--- src/rtl/btb_predictor_if.sv ---
// Lookup, update and statistics signals shared between the fetch/execute pipeline and the BTB.
// The update port is valid-only: an update is taken on every rising edge where upd_valid=1 (no ready, never back-pressured).
interface btb_predictor_if #(
  parameter int IDX_W = 3
);
  logic [31:0]      if_pc;
  logic [31:0]      pred_pc;
  logic [IDX_W-1:0] pred_hitpos;
  logic             pred_hit;
  logic             upd_valid;
  logic [31:0]      upd_pc;
  logic             upd_hit;
  logic [IDX_W-1:0] upd_hitpos;
  logic             upd_taken;
  logic [31:0]      upd_target;
  logic             upd_mispred;
  logic [31:0]      stat_branch;
  logic [31:0]      stat_mispred;

  modport master (
    output if_pc, upd_valid, upd_pc, upd_hit, upd_hitpos, upd_taken, upd_target, upd_mispred,
    input  pred_pc, pred_hitpos, pred_hit, stat_branch, stat_mispred
  );

  modport slave (
    input  if_pc, upd_valid, upd_pc, upd_hit, upd_hitpos, upd_taken, upd_target, upd_mispred,
    output pred_pc, pred_hitpos, pred_hit, stat_branch, stat_mispred
  );
endinterface

--- src/rtl/btb_predictor.sv ---
// Fully associative branch target buffer with 2-bit saturating direction counters,
// round-robin replacement once full, and branch/mispredict statistics.
module btb_predictor #(
  parameter int         DEPTH   = 8,
  parameter int         IDX_W   = 3,
  parameter logic [1:0] CTR_INI = 2'b10
) (
  input logic             clk,
  input logic             rst,
  btb_predictor_if.slave  bus
);

  logic [DEPTH-1:0] valid;
  logic [31:0]      tag    [DEPTH];
  logic [31:0]      target [DEPTH];
  logic [1:0]       ctr    [DEPTH];
  logic [IDX_W-1:0] rr_ptr;

  logic             look_hit;
  logic [IDX_W-1:0] look_idx;

  logic             hint_ok;
  logic             srch_hit;
  logic [IDX_W-1:0] srch_idx;
  logic             free_any;
  logic [IDX_W-1:0] free_idx;
  logic             do_train;
  logic             do_alloc;
  logic [IDX_W-1:0] sel_idx;
  logic [IDX_W-1:0] alloc_idx;

  // Lookup reads only registered state; descending scan lets the lowest index win.
  always_comb begin
    look_hit = 1'b0;
    look_idx = '0;
    for (int i = DEPTH - 1; i >= 0; i--) begin
      if (valid[i] && (tag[i] == bus.if_pc)) begin
        look_hit = 1'b1;
        look_idx = IDX_W'(i);
      end
    end
  end

  always_comb begin
    bus.pred_hit    = look_hit;
    bus.pred_hitpos = look_idx;
    if (look_hit && ctr[look_idx][1]) begin
      bus.pred_pc = target[look_idx];
    end else begin
      bus.pred_pc = bus.if_pc + 32'd1;
    end
  end

  // Update-side entry selection: trust the carried hitpos only if it still names this PC.
  always_comb begin
    hint_ok  = bus.upd_hit && valid[bus.upd_hitpos] && (tag[bus.upd_hitpos] == bus.upd_pc);
    srch_hit = 1'b0;
    srch_idx = '0;
    free_any = 1'b0;
    free_idx = '0;
    for (int i = DEPTH - 1; i >= 0; i--) begin
      if (valid[i] && (tag[i] == bus.upd_pc)) begin
        srch_hit = 1'b1;
        srch_idx = IDX_W'(i);
      end
      if (!valid[i]) begin
        free_any = 1'b1;
        free_idx = IDX_W'(i);
      end
    end
  end

  always_comb begin
    do_train  = 1'b0;
    do_alloc  = 1'b0;
    sel_idx   = '0;
    alloc_idx = free_any ? free_idx : rr_ptr;
    if (bus.upd_valid) begin
      if (hint_ok) begin
        do_train = 1'b1;
        sel_idx  = bus.upd_hitpos;
      end else if (srch_hit) begin
        do_train = 1'b1;
        sel_idx  = srch_idx;
      end else if (bus.upd_taken) begin
        do_alloc = 1'b1;
      end
    end
  end

  always_ff @(posedge clk or negedge rst) begin
    if (!rst) begin
      valid            <= '0;
      rr_ptr           <= '0;
      bus.stat_branch  <= '0;
      bus.stat_mispred <= '0;
      for (int i = 0; i < DEPTH; i++) begin
        tag[i]    <= '0;
        target[i] <= '0;
        ctr[i]    <= '0;
      end
    end else begin
      if (bus.upd_valid) begin
        bus.stat_branch <= bus.stat_branch + 32'd1;
        if (bus.upd_mispred) begin
          bus.stat_mispred <= bus.stat_mispred + 32'd1;
        end
      end
      if (do_train) begin
        if (bus.upd_taken) begin
          target[sel_idx] <= bus.upd_target;
          if (ctr[sel_idx] != 2'd3) begin
            ctr[sel_idx] <= ctr[sel_idx] + 2'd1;
          end
        end else if (ctr[sel_idx] != 2'd0) begin
          ctr[sel_idx] <= ctr[sel_idx] - 2'd1;
        end
      end
      if (do_alloc) begin
        valid[alloc_idx]  <= 1'b1;
        tag[alloc_idx]    <= bus.upd_pc;
        target[alloc_idx] <= bus.upd_target;
        ctr[alloc_idx]    <= CTR_INI;
        // The pointer only advances when a live entry is actually displaced.
        if (!free_any) begin
          rr_ptr <= rr_ptr + 1'b1;
        end
      end
    end
  end

endmodule

--- src/flat_wrapper.sv ---
// flat-port wrapper written by rule: the top's interface ports become plain ports
module btb_predictor_flat 
#(
  parameter int         DEPTH   = 8,
  parameter int         IDX_W   = 3,
  parameter logic [1:0] CTR_INI = 2'b10
)
  (clk, rst, bus_if_pc, bus_upd_valid, bus_upd_pc, bus_upd_hit, bus_upd_hitpos, bus_upd_taken, bus_upd_target, bus_upd_mispred, bus_pred_pc, bus_pred_hitpos, bus_pred_hit, bus_stat_branch, bus_stat_mispred);
  btb_predictor_if #(.IDX_W(IDX_W)) bus_i ();
  input logic clk;
  input logic rst;
  input wire logic [$bits(bus_i.if_pc)-1:0] bus_if_pc;
  input wire logic [$bits(bus_i.upd_valid)-1:0] bus_upd_valid;
  input wire logic [$bits(bus_i.upd_pc)-1:0] bus_upd_pc;
  input wire logic [$bits(bus_i.upd_hit)-1:0] bus_upd_hit;
  input wire logic [$bits(bus_i.upd_hitpos)-1:0] bus_upd_hitpos;
  input wire logic [$bits(bus_i.upd_taken)-1:0] bus_upd_taken;
  input wire logic [$bits(bus_i.upd_target)-1:0] bus_upd_target;
  input wire logic [$bits(bus_i.upd_mispred)-1:0] bus_upd_mispred;
  output wire logic [$bits(bus_i.pred_pc)-1:0] bus_pred_pc;
  output wire logic [$bits(bus_i.pred_hitpos)-1:0] bus_pred_hitpos;
  output wire logic [$bits(bus_i.pred_hit)-1:0] bus_pred_hit;
  output wire logic [$bits(bus_i.stat_branch)-1:0] bus_stat_branch;
  output wire logic [$bits(bus_i.stat_mispred)-1:0] bus_stat_mispred;
  assign bus_i.if_pc = bus_if_pc;
  assign bus_i.upd_valid = bus_upd_valid;
  assign bus_i.upd_pc = bus_upd_pc;
  assign bus_i.upd_hit = bus_upd_hit;
  assign bus_i.upd_hitpos = bus_upd_hitpos;
  assign bus_i.upd_taken = bus_upd_taken;
  assign bus_i.upd_target = bus_upd_target;
  assign bus_i.upd_mispred = bus_upd_mispred;
  assign bus_pred_pc = bus_i.pred_pc;
  assign bus_pred_hitpos = bus_i.pred_hitpos;
  assign bus_pred_hit = bus_i.pred_hit;
  assign bus_stat_branch = bus_i.stat_branch;
  assign bus_stat_mispred = bus_i.stat_mispred;
  btb_predictor #(.DEPTH(DEPTH), .IDX_W(IDX_W), .CTR_INI(CTR_INI)) u_core (.clk(clk), .rst(rst), .bus(bus_i));
endmodule
--- config.mk ---
export PLATFORM = sky130hd
export DESIGN_NAME = btb_predictor_flat
export DESIGN_NICKNAME = d
export VERILOG_FILES = /design/src/rtl/btb_predictor_if.sv /design/src/rtl/btb_predictor.sv /design/src/flat_wrapper.sv
export SDC_FILE = /design/constraint.sdc
export NUM_CORES = 2
export LEC_CHECK = 0
export CAP_MARGIN = 0
export CORE_MARGIN = 10
export CORE_UTILIZATION = 60
export CTS_CLUSTER_DIAMETER = 80
export CTS_CLUSTER_SIZE = 16
export DETAILED_ROUTE_END_ITERATION = 7
export GPL_TIMING_DRIVEN = 0
export PLACE_DENSITY_LB_ADDON = 0.2
export SYNTH_ARGS = -nofsm -noshare
export SYNTH_HDL_FRONTEND = slang
export SYNTH_SLANG_ARGS = --single-unit
--- constraint.sdc ---
create_clock -name clk -period 7.33 [get_ports clk]
set_input_delay 1.466 -clock clk [delete_from_list [all_inputs] [get_ports clk]]
set_output_delay 1.466 -clock clk [all_outputs]
set_load 0.01 [all_outputs]
Word-level counts from Yosys, hierarchy flattened
Cells that the tools add are included.

Add/subtract/negate cells: 6. Magnitude comparators: 9. Eq/ne operators: 18. Mux-type cells: 97. Bitwise logic cells: 9. Reduce and logical (&&, ||, !) cells: 25.

Operators by type and width (number): $bwmux W256 (3); $mux W256 (3); $eq A32 B32 Y1 (17); $mux W32 (7); $bmux W32 S3 (2); $demux W32 S3 (2); $add A32 B1 Y32 const B (3); $mux W3 (28); $mux W16 (5); $mux W1 (33); $bwmux W16 (2); $logic_and A1 B1 Y1 (22); $ge A4 B4 Y1 const B (4); $not A3 Y4 (4); $or A8 B8 Y8 (2); $bmux W2 S3 (2); $demux W2 S3 (2); $mux W2 (6); $and A8 B8 Y8 (1); $lt A3 B4 Y1 const B (2); $lt A4 B1 Y1 const B (2); $not A8 Y8 (1); $reduce_and A2 Y1 (2); $add A3 B1 Y3 const B (1); other kinds (8) (8).

Register bits: 603. Output and inout bits: 100. Logic and storage cells: 192.

Longest topological paths before layout
Word-level depth: 24. Mapped depth: 24. Mapped depth without buffers: 18.

Worst setup path after synthesis
No wires, ideal clock.

Path type: input-to-output. Start: input bus_if_pc[6]. End: output bus_pred_pc[0]. Data arrival time: 4.840 ns. Data required time: 5.864 ns. Path slack: 1.024 ns. Stages on the path: 15. Cells stage by stage: clkbuf_1 > xor2_1 > nor4_1 > nand4_1 > nor4_1 > nor2b_1 > o21ai_0 > and3_1 > clkbuf_1 > nand2b_1 > a211o_1 > and4b_1 > buf_2 > buf_2 > mux2i_1.

Cells in the longest elaborated chain, start to end: 16.

Ends and longest elaborated chain: start: declaration (RTL line flat_wrapper.sv:12) `input wire logic [$bits(bus_i.if_pc)-1:0] bus_if_pc;`; $eq A32 B32 Y1 (RTL line btb_predictor.sv:37) `if (valid[i] && (tag[i] == bus.if_pc)) begin`; $logic_and A1 B1 Y1 (RTL line btb_predictor.sv:37); $mux W3 (8 in series) (RTL line btb_predictor.sv:37); $not A3 Y4 (not written as such) (RTL line btb_predictor.sv:47, btb_predictor.sv:48); $bmux W2 S3 (RTL line btb_predictor.sv:47) `if (look_hit && ctr[look_idx][1]) begin`; $mux W2 (not written as such) (2 in series) (RTL line btb_predictor.sv:47); $logic_and A1 B1 Y1 (RTL line btb_predictor.sv:47); $mux W32 * (RTL line btb_predictor.sv:47); end: declaration (RTL line flat_wrapper.sv:20) `output wire logic [$bits(bus_i.pred_pc)-1:0] bus_pred_pc;`.

Mark *: on every way between the ends. The rest lies on a longest branch, timed or not. The select of a mux whose other input is x is not followed.

Final worst setup path
Start: input bus_if_pc[11]. End: output bus_pred_pc[2].

Same word-level chain as after synthesis.

==> metrics.txt <==
status=finished with violations; max-slew violation count=2; yosys warns=0; Cells after DPL=4,067; VDD IR-drop max=311 µV; area leader, netlist=dfrtp_1; Tcrit/Tclk final=101%; Fin Hold WS=466 ps; relative slew slack=-2.37%; Setup WS post-layout=-49.1 ps; total wire length=153,000 µm; total clock sinks=603; largest net degree at the start of global routing=102; type of the worst min-delay path=register to register; number of global-route vias before repair=29,300; Syn Nets=3,238; CP Class=input pin to output pin; core area=59,200 µm²; Comb power frac=40.0%; switching power=6.68 mW; initial antenna violation count=7; Initial Util=60.8%; Placer Congestion=1.13; r2r setup slk=1000 ps; Worst-path clk slew=70 ps; Tot Pwr=15.3 mW; Overflow after GRT=0; first-pass GRT wire length=213,000 µm; Clock Skews=31.3 ps; violations in the final reports=max-capacitance violations, max-slew violations, negative setup slack; Setup crit end kind=output pin; Worst Reg-to-Reg Cells=19; Unique masters post-synth=75; sequential power share=43.6%; ANT nets after route=0; CTS max path bufs=3; Layout Utilization=69.4%; Arrival @ worst endpoint=5910 ps; # DRC=0; critical path endpoint=bus_pred_pc[2]; post-synthesis register bit count=603; CTS H-tree depth=2; Placed Area=38,800 µm²; pre-CTS setup slack=-2000 ps; sw frac=43.5%; filler cell count=4,174; most frequent cells in the layout=603 x dfrtp_1, 427 x xor2_1, 424 x mux2_2; Clk Latency, worst-skew pair=640 ps; CTS tree=yes; Die Wd=265 µm; Gate Count Post-Synth=3,127; startpoint types=input pin; die area=70,200 µm²; Seq/Total Area, Yosys=41.9%; Via density=7.12; nets=3,473; register area=15,100 µm²; fin cells=4,154; fraction of layout cells with a size suffix above 1=22.7%; top cells by area, synth=dfrtp_1 42%, mux2_2 13%, xor2_1 11%, mux2i_1 7.7%, xnor2_1 4.8%; Leak Pwr=17.4 nW; MaxCap Viol Count=1; FF-to-FF End=u_core.ctr[7]; CP startpoint=bus_if_pc[11]; main flop type after synthesis=dfrtp_1; Final Hold Vio Count=0; DP Wirelength=116,000 µm; multi-input logic area=20,400 µm²; TNS Setup=-192 ps; Rows=89; final setup vio count=9; Yosys top cell area share=41.9%; Slew @ Worst Pin=1520 ps; Syn-to-layout area delta=14.0%; Int Power=8.67 mW; most common cell after layout, fill and taps aside=dfrtp_1; I/O pin count=205; peak fanout along the critical path=10; post-synthesis cell area=36,000 µm²; DR WL/cell=36.8 µm; Clk network pwr share=16.4%; Async S/R FF share, synth=100%; number of flops mapped to enable cells by yosys=0; critical hold path startpoint=u_core.bus.stat_mispred[31]; Die H=265 µm; finished layout cell area=41,100 µm²; Max Fclk=136 MHz; via count=29,600; Mapped Avg Cell Area=11.5 µm²; initial drt markers=4,659; r2r startpoint=u_core.tag[249]; DR pass1 iterations=6; cts bufs inserted=47; Port Buffers=160; Critical Path RT=5860 ps; final period demand of the worst path=7380 ps; root buf cell=clkbuf_16; GR Util All Layers=42.2%; Power Density=373 nW/µm²
[kinds of logic after synthesis]
kind of cell    synth area share (%)
compound gates                  3.05
xor+xnor                        15.4
fa+ha+maj                      0.208
buf+inv                         2.76
flops                           41.9
mux                             26.5
simple gates                    10.2
[power groups by stage]
stage	registers [mW]	clock network, mW	logic, mW
6_report	6.69	2.52	6.13
5_1_grt	6.69	2.62	6.34
4_1_cts	6.52	2.50	5.76
3_5_place_dp	6.55	0	5.65
3_3_place_gp	6.46	0	5.49
2_1_floorplan	5.71	0	3.88
[worst max-delay path: stages]
cell,delay [ps]
clkdlybuf4s50_1,680
buf_4,320
xor2_1,220
nor4_2,80
nand4_1,150
nor2_1,80
nand2_1,220
buf_2,300
nand3_1,210
a31oi_4,330
clkbuf_4,320
buf_4,320
mux2i_1,120
mux2i_1,210
mux2i_1,130
mux2i_1,150
clkdlybuf4s50_1,580
[area by class of cell]
cell class	instances	area share [%]
multi-input cells	2294	49.7
well taps	773	2.35
flip-flops and latches	603	36.7
inverters	19	0.174
clock inverters	12	0.332
clock buffers	49	2.91
repair buffers	188	4.70
diodes	7	0.0426
plain buffers	209	3.07
[how the worst min path moves through the flow]
stage	cells past startpoint	endpoint
6_report	1	u_core.bus.stat_mispred[31]
5_1_grt	1	u_core.bus.stat_mispred[31]
4_1_cts	1	u_core.bus.stat_mispred[31]
3_5_place_dp	1	u_core.bus.stat_mispred[31]
3_3_place_gp	1	u_core.bus.stat_mispred[31]
2_1_floorplan	1	u_core.rr_ptr[2]
[per-layer routing]
metal / up-vias / track usage, % / routed length, µm
met5: - / 0 / 135
li1: 11700 / - / -
met2: 2398 / 61.3 / 63700
met4: 6 / 19.5 / 9070
met3: 584 / 19.5 / 22800
met1: 14900 / 53.1 / 57000
[repair_timing]
item                       CTS  global route
setup buffers               13             8
hold buffers                 0             0
pin swaps                    7             9
gates resized for setup    221            78
setup endpoints to repair   65            94
[synth_stat cells, types with 7 or more instances]
master     count
a2111oi_0      7
a21oi_1       28
a22o_1        11
a22oi_1        9
a31oi_1        8
and2_1        10
and3_1        24
and4_1         8
buf_1         28
buf_2         48
buf_4         11
clkbuf_1     120
dfrtp_1      603
inv_1         18
mux2_1        66
mux2_2       424
mux2i_1      276
mux4_2        56
nand2_1      185
nand2b_1      13
nand3_1       61
nand4_1       80
nand4b_1      10
nor2_1        51
nor3_1        53
nor4_1       147
nor4b_1        8
o21ai_0       21
o32ai_1        7
or4_1         12
xnor2_1      197
xor2_1       436
[registers in the layout, summed over array words and instances (netlist names)]
| signal | count |
|---|---|
| u_core.tag | 256 |
| u_core.rr_ptr | 3 |
| u_core.target | 256 |
| u_core.bus.stat_mispred | 32 |
| u_core.valid | 8 |
| u_core.bus.stat_branch | 32 |
| u_core.ctr | 16 |
No activity file was read; power rests on OpenSTA's default activity.
